## src/rtl/mac_acc_if.sv

```systemverilog
// mac_acc_if -- sample/result bundle for the mac_acc multiply-accumulator.
//
// Parameters match mac_acc: AW/BW signed operand widths, PW result width.
//
// Signals:
//   in_valid   qualifies ain/bin/cin on the current edge
//   ain, bin   signed operands
//   cin        signed preload, consumed only by the first sample of a frame
//   acout      ain delayed two edges (cascade output)
//   pout       signed frame result, held between pulses
//   out_valid  one-cycle pulse when pout carries a new result
//   ovf        sticky saturation flag (always 0 unless saturation is built in)
//
// Modports: master drives samples and observes results; slave is the MAC.

interface mac_acc_if #(
    parameter int AW = 27,
    parameter int BW = 18,
    parameter int PW = 48
);

    logic                 in_valid;
    logic signed [AW-1:0] ain;
    logic signed [BW-1:0] bin;
    logic signed [PW-1:0] cin;
    logic signed [AW-1:0] acout;
    logic signed [PW-1:0] pout;
    logic                 out_valid;
    logic                 ovf;

    modport master (
        output in_valid, ain, bin, cin,
        input  acout, pout, out_valid, ovf
    );

    modport slave (
        input  in_valid, ain, bin, cin,
        output acout, pout, out_valid, ovf
    );

endinterface

```

## src/rtl/mac_acc.sv

```systemverilog
// mac_acc -- pipelined signed multiply-accumulator producing one result per NACC products.
//
// Pipeline:
//   S1  register ain/bin/cin/valid
//   S2  register again
//   S3  mreg = ain * bin at full AW+BW width, sign-extended to PW
//   S4  acc = (first sample of frame ? cin : acc) + mreg; frame counter advances
//   S5  pout/out_valid register the completed frame
// out_valid is high in the cycle after the 4th rising edge following the edge that
// sampled the last in_valid of a frame. Bubbles (in_valid low) flow down the pipe and
// leave acc and the frame counter untouched.
//
// Ports:
//   clk   rising-edge clock
//   rst   synchronous active-high reset, priority over in_valid
//   bus   mac_acc_if.slave (in_valid, ain, bin, cin -> acout, pout, out_valid, ovf)
//
// Build option:
//   MAC_ACC_SAT_EN  when defined, S4 adds with one guard bit and clamps to the PW-bit
//                   signed range; ovf latches on any clamp until rst. When undefined,
//                   arithmetic wraps modulo 2^PW and ovf is tied low.

module mac_acc #(
    parameter int AW   = 27,
    parameter int BW   = 18,
    parameter int PW   = 48,
    parameter int NACC = 16
) (
    input logic     clk,
    input logic     rst,
    mac_acc_if.slave bus
);

    // NACC = 1 still needs a one-bit counter so the compare below stays well formed.
    localparam int              CW       = (NACC > 1) ? $clog2(NACC) : 1;
    localparam logic [CW-1:0]   CNT_LAST = CW'(NACC - 1);

    // Local copies of the interface inputs.
    logic                 in_valid;
    logic signed [AW-1:0] ain;
    logic signed [BW-1:0] bin;
    logic signed [PW-1:0] cin;

    assign in_valid = bus.in_valid;
    assign ain      = bus.ain;
    assign bin      = bus.bin;
    assign cin      = bus.cin;

    // S1 / S2 operand stages. Data loads every cycle: acout must follow ain regardless
    // of in_valid, and the valid bits alone decide whether a product is accumulated.
    logic                 v1, v2;
    logic signed [AW-1:0] a1, a2;
    logic signed [BW-1:0] b1, b2;
    logic signed [PW-1:0] c1, c2;

    // S3 product stage; cin rides along so it meets its own product in S4.
    logic                    v3;
    logic signed [AW+BW-1:0] prod;
    logic signed [PW-1:0]    mreg;
    logic signed [PW-1:0]    c3;

    // S4 accumulator and frame counter (counts k-1, so 0 marks the first sample).
    logic signed [PW-1:0] acc;
    logic signed [PW-1:0] acc_base;
    logic signed [PW-1:0] sum;
    logic [CW-1:0]        cnt;
    logic                 frame_done;

    // S5 result register.
    logic signed [PW-1:0] pout_q;
    logic                 out_valid_q;

    assign prod = a2 * b2;

    always_comb begin
        acc_base = acc;
        if (cnt == '0) begin
            acc_base = c3;
        end
    end

`ifdef MAC_ACC_SAT_EN
    localparam logic signed [PW-1:0] SAT_MAX = {1'b0, {(PW-1){1'b1}}};
    localparam logic signed [PW-1:0] SAT_MIN = {1'b1, {(PW-1){1'b0}}};

    logic signed [PW:0] sum_wide;
    logic               clamp;
    logic               ovf_q;

    // One guard bit is enough: the sum of two PW-bit values always fits in PW+1 bits.
    assign sum_wide = {acc_base[PW-1], acc_base} + {mreg[PW-1], mreg};
    assign clamp    = sum_wide[PW] ^ sum_wide[PW-1];

    always_comb begin
        sum = sum_wide[PW-1:0];
        if (clamp) begin
            sum = sum_wide[PW] ? SAT_MIN : SAT_MAX;
        end
    end

    always_ff @(posedge clk) begin
        if (rst) begin
            ovf_q <= 1'b0;
        end else if (v3 && clamp) begin
            ovf_q <= 1'b1;
        end
    end

    assign bus.ovf = ovf_q;
`else
    assign sum     = acc_base + mreg;
    assign bus.ovf = 1'b0;
`endif

    always_ff @(posedge clk) begin
        if (rst) begin
            v1          <= 1'b0;
            v2          <= 1'b0;
            v3          <= 1'b0;
            a1          <= '0;
            a2          <= '0;
            b1          <= '0;
            b2          <= '0;
            c1          <= '0;
            c2          <= '0;
            c3          <= '0;
            mreg        <= '0;
            acc         <= '0;
            cnt         <= '0;
            frame_done  <= 1'b0;
            pout_q      <= '0;
            out_valid_q <= 1'b0;
        end else begin
            // S1
            v1 <= in_valid;
            a1 <= ain;
            b1 <= bin;
            c1 <= cin;
            // S2
            v2 <= v1;
            a2 <= a1;
            b2 <= b1;
            c2 <= c1;
            // S3
            v3   <= v2;
            mreg <= PW'(prod);
            c3   <= c2;
            // S4: only valid products touch acc and the counter.
            if (v3) begin
                acc <= sum;
                cnt <= (cnt == CNT_LAST) ? '0 : cnt + 1'b1;
            end
            frame_done <= v3 && (cnt == CNT_LAST);
            // S5
            out_valid_q <= frame_done;
            if (frame_done) begin
                pout_q <= acc;
            end
        end
    end

    assign bus.acout     = a2;
    assign bus.pout      = pout_q;
    assign bus.out_valid = out_valid_q;

endmodule

```

## src/flat_wrapper.sv

```systemverilog
// flat-port wrapper written by rule: the top's interface ports become plain ports
module mac_acc_flat 
#(
    parameter int AW   = 27,
    parameter int BW   = 18,
    parameter int PW   = 48,
    parameter int NACC = 16
)
  (clk, rst, bus_in_valid, bus_ain, bus_bin, bus_cin, bus_acout, bus_pout, bus_out_valid, bus_ovf);
  mac_acc_if #(.AW(AW), .BW(BW), .PW(PW)) bus_i ();
  input logic clk;
  input logic rst;
  input wire logic [$bits(bus_i.in_valid)-1:0] bus_in_valid;
  input wire logic [$bits(bus_i.ain)-1:0] bus_ain;
  input wire logic [$bits(bus_i.bin)-1:0] bus_bin;
  input wire logic [$bits(bus_i.cin)-1:0] bus_cin;
  output wire logic [$bits(bus_i.acout)-1:0] bus_acout;
  output wire logic [$bits(bus_i.pout)-1:0] bus_pout;
  output wire logic [$bits(bus_i.out_valid)-1:0] bus_out_valid;
  output wire logic [$bits(bus_i.ovf)-1:0] bus_ovf;
  assign bus_i.in_valid = bus_in_valid;
  assign bus_i.ain = bus_ain;
  assign bus_i.bin = bus_bin;
  assign bus_i.cin = bus_cin;
  assign bus_acout = bus_i.acout;
  assign bus_pout = bus_i.pout;
  assign bus_out_valid = bus_i.out_valid;
  assign bus_ovf = bus_i.ovf;
  mac_acc #(.AW(AW), .BW(BW), .PW(PW), .NACC(NACC)) u_core (.clk(clk), .rst(rst), .bus(bus_i));
endmodule
```

## config.mk

```make
export PLATFORM = sky130hd
export DESIGN_NAME = mac_acc_flat
export DESIGN_NICKNAME = d
export VERILOG_FILES = /design/src/rtl/mac_acc_if.sv /design/src/rtl/mac_acc.sv /design/src/flat_wrapper.sv
export SDC_FILE = /design/constraint.sdc
export NUM_CORES = 2
export LEC_CHECK = 0
export BUFFER_PORTS_ARGS = -buffer_cell sky130_fd_sc_hd__buf_4
export CAP_MARGIN = 20
export CELL_PAD_IN_SITES_DETAIL_PLACEMENT = 0
export CELL_PAD_IN_SITES_GLOBAL_PLACEMENT = 1
export CORE_UTILIZATION = 45
export DETAILED_ROUTE_END_ITERATION = 8
export HOLD_SLACK_MARGIN = 0.15
export PLACE_DENSITY_LB_ADDON = 0.05
export SYNTH_ARGS = -nofsm -noshare
export SYNTH_HDL_FRONTEND = slang
export SYNTH_SLANG_ARGS = --single-unit
```

## constraint.sdc

```tcl
create_clock -name clk -period 6.3 [get_ports clk]
set_clock_uncertainty 0.15 [all_clocks]
set_input_delay 0.945 -clock clk [delete_from_list [all_inputs] [get_ports clk]]
set_output_delay 0.945 -clock clk [all_outputs]
set_load 0.01 [all_outputs]
```

==> flow_summary.ini <==
[run_status]
outcome = finished with violations
violations = setup timing

[synthesis]
ys_seq_area_frac = 0.246
synth-simple-area-share = 0.175
mappedNetlistArea_um2 = 31200
synth_cells = 3284
synthAdderAreaFrac = 0.368
muxShareOfSynthArea = 0.0416
synth_top_family_by_area = adder cells
ys_seq_elements = 384
ys_warn_count = 0
synthFlopType = dfxtp_1
async_flop_share = 0
synth_xor_xnor_area_share = 0.0180
synth_cell_types = 78
synth_edf_count = 0
synthesis.nets = 4014
avgSynthCellArea_um2 = 9.51
synth-compound-area-share = 0.0662

[cts]
clock_path_buffers = 3
cts_tree = built
cts_sinks = 384
clock_latency_ns = 0.60
cts_buffers = 43
htree_levels = 2
cts-root-buf = clkbuf_16
clkTransAtPathRegs_ns = 0.06

[global_route]
grt_max_degree = 185
grt_pass1_vias = 23451
grt_pass1_wl_um = 126000
antenna_found_initial = 0
overflow = 0
grt_use_total = 0.226

[finish]
layout-drive-gt1-share = 0.198
n_fill_cell = 6200
num_antenna_cells = 0
final_nets = 4337
area_growth_pct = 20.2
design_area_um2 = 37500
final_cell_mix = inv_1 (534), fa_1 (455), buf_4 (391), dfxtp_1 (347), nand2_1 (346)
layoutNonFillerInstCount = 4573
final_common_cell = inv_1

[place]
dpl.cell_count = 4469
post_dp_cell_area_um2 = 35300
gp_congestion = 0.861
io_buffers = 171
dpl.hpwl_um = 62500

[route]
drc = 0
ant_nets = 0
routed_wl_um = 78100
drt_first_pass_iters = 5
viasPerCell = 4.85
initialDrtViolationCount = 1097
vias = 22169
post_drt_wl_per_cell_um = 17.1

[sta]
fin_ws_ns = -0.0601
slew_viol_final = 0
fin_crit_ns = 6.36
rsz0062_at_grt = yes
fin_crit_sh = 1.01
tightest_slew_ns = 0.894
hold_violations = 0
setup_viol = 3
max-slew-margin-rel = 0.404
max_freq_mhz = 157

[floorplanning]
fp.dieW_um = 265
initial_core_util = 0.455
die_height_um = 265
num_rows = 96
pin_count = 173
core_area_um2 = 68600
die_area_um2 = 70400

[power_and_ir_drop]
peakVddDrop_uv = 212
power.density_nw_per_um2 = 174
power.leakage_nw = 17.6

[worst_setup_path]
end_kind = register
path_class = reg2reg
cp.arrival_ns = 6.70
setup.worst_path.start = u_core.b2[12]
cp.required_ns = 6.64
worst_r2r_startpoint = u_core.b2[12]
crit_path_start_kind = register
path_max_fanout = 11
regToRegSetupSlack_ns = -0.06

[job]
maxCapViolCount = 0

[hold_path]
min_from = u_core.c2[6]
hold_class = reg2reg
-- cells in the mapped netlist, drive strengths merged (3+ instances only) --
cell type | instances | area share
inv | 547 | 0.066
fa | 474 | 0.30
dfxtp | 384 | 0.25
nand2 | 351 | 0.042
nor2b | 254 | 0.051
and2 | 184 | 0.037
nor2 | 166 | 0.020
ha | 160 | 0.064
clkbuf | 147 | 0.018
a21oi | 85 | 0.014
mux2i | 71 | 0.023
o21ai | 56 | 0.0093
mux2 | 52 | 0.019
xnor2 | 41 | 0.012
a21o | 30 | 0.0073
o21a | 25 | 0.0060
nor3 | 24 | 0.0038
nand3 | 23 | 0.0037
xor2 | 23 | 0.0065
and3 | 17 | 0.0034
nand2b | 16 | 0.0032
a31oi | 11 | 0.0022
a21boi | 10 | 0.0024
o211ai | 10 | 0.0024
or3 | 10 | 0.0023
a211oi | 9 | 0.0023
buf | 9 | 0.0013
a211o | 8 | 0.0022
nand4 | 8 | 0.0016
a311oi | 7 | 0.0026
a2111oi | 5 | 0.0036
and4 | 5 | 0.0014
nand3b | 5 | 0.0012
nor3b | 5 | 0.0012
or2 | 5 | 0.0010
a311o | 4 | 0.0013
o21bai | 4 | 0.00096
a2111o | 3 | 0.0011
nor4 | 3 | 0.0013
o22ai | 3 | 0.00060
o311ai | 3 | 0.00084
o32ai | 3 | 0.00084
-- where the power goes --
group / total (mW) / internal, mW / switching, mW
Sequential: 2.61 / 2.54 / 0.0694
Clock: 2.62 / 1.54 / 1.08
Combinational: 1.30 / 0.608 / 0.694
-- worst max-delay path, stage by stage, from the launching register on --
cell and delay (ns):
dfxtp_1 0.33, buf_12 0.15, and2_1 0.16, fa_1 0.53, inv_1 0.07, fa_1 0.55, inv_1 0.05, fa_1 0.50
fa_1 0.43, fa_1 0.50, inv_1 0.05, fa_1 0.49, inv_2 0.05, ha_4 0.27, nand2_2 0.06, or3_4 0.40
a2111oi_4 0.30, o2111ai_2 0.20, a21boi_4 0.20, o21a_4 0.22, a211o_1 0.27, and3_1 0.15, o21a_1 0.16
-- layout make-up --
type	count	area, µm²	share of cell area
Timing Repair Buffer	434	3660	0.0976
Sequential cell	384	7770	0.207
Inverter	547	2050	0.0547
Tap cell	931	1160	0.0310
Clock buffer	65	1270	0.0338
Clock inverter	15	235	0.00627
Multi-Input combinational cell	2197	21400	0.570
-- layer usage --
| metal | GRT usage | vias to the layer above | part of all wire |
|---|---|---|---|
| met4 | 0.0655 | 0 | 0.026 |
| met3 | 0.0307 | 104 | 0.044 |
| met1 | 0.324 | 10925 | 0.49 |
| met5 | 0 | - | 0 |
| li1 | - | 10717 | - |
| met2 | 0.356 | 423 | 0.44 |
-- flip-flops by register name (all words and copies together), names as in the netlist --
| register | flops |
|---|---|
| u_core.c3 | 48 |
| u_core.a1 | 27 |
| u_core.bus.acout | 27 |
| u_core.v1 | 1 |
| u_core.v2 | 1 |
| u_core.frame_done | 1 |
| u_core.cnt | 4 |
| u_core.b1 | 18 |
| u_core.mreg | 45 |
| u_core.c1 | 48 |
| u_core.bus.out_valid | 1 |
| u_core.acc | 48 |
| u_core.bus.pout | 48 |
| u_core.v3 | 1 |
| u_core.c2 | 48 |
| u_core.b2 | 18 |
-- logic make-up after synthesis --
kind of cell | after synthesis
AOI/OAI and AO/OA | 295
muxes | 123
adders and majority gates | 634
and+or+nand+nor | 1080
buffers and inverters | 703
other | 1
xor gates and xnor gates | 64
DFF | 384
-- repair_timing --
item / in CTS / in global routing
gates cloned: 1 / 1
resized for setup: 109 / 68
hold buffers: 0 / 0
endpoints found under the setup margin: 18 / 17
pin swaps: 37 / 31
setup buffers: 17 / 7
-- per-stage QoR --
step	hold slack, ns	utilization	setup slack [ns]	TNS [ns]	power (mW)
6_report	0.281	0.547	-0.0601	-0.0815	6.53
5_1_grt	0.293	0.547	-0.259	-1.62	6.88
4_1_cts	0.285	0.543	-0.0652	-0.184	6.60
3_5_place_dp	0.272	0.514	-0.404	-3.50	3.90
3_3_place_gp	0.269	0.514	-0.330	-2.48	3.88
2_1_floorplan	0.264	-	0.0183	0	3.42
-- path summary, 6_finish.rpt --
check | to | cells after the start
min reg2reg | u_core.c3[6] | 1
min | u_core.c3[6] | 1
max | u_core.mreg[44] | 22
max reg2reg | u_core.mreg[44] | 22
No activity file was read; power rests on OpenSTA's default activity.
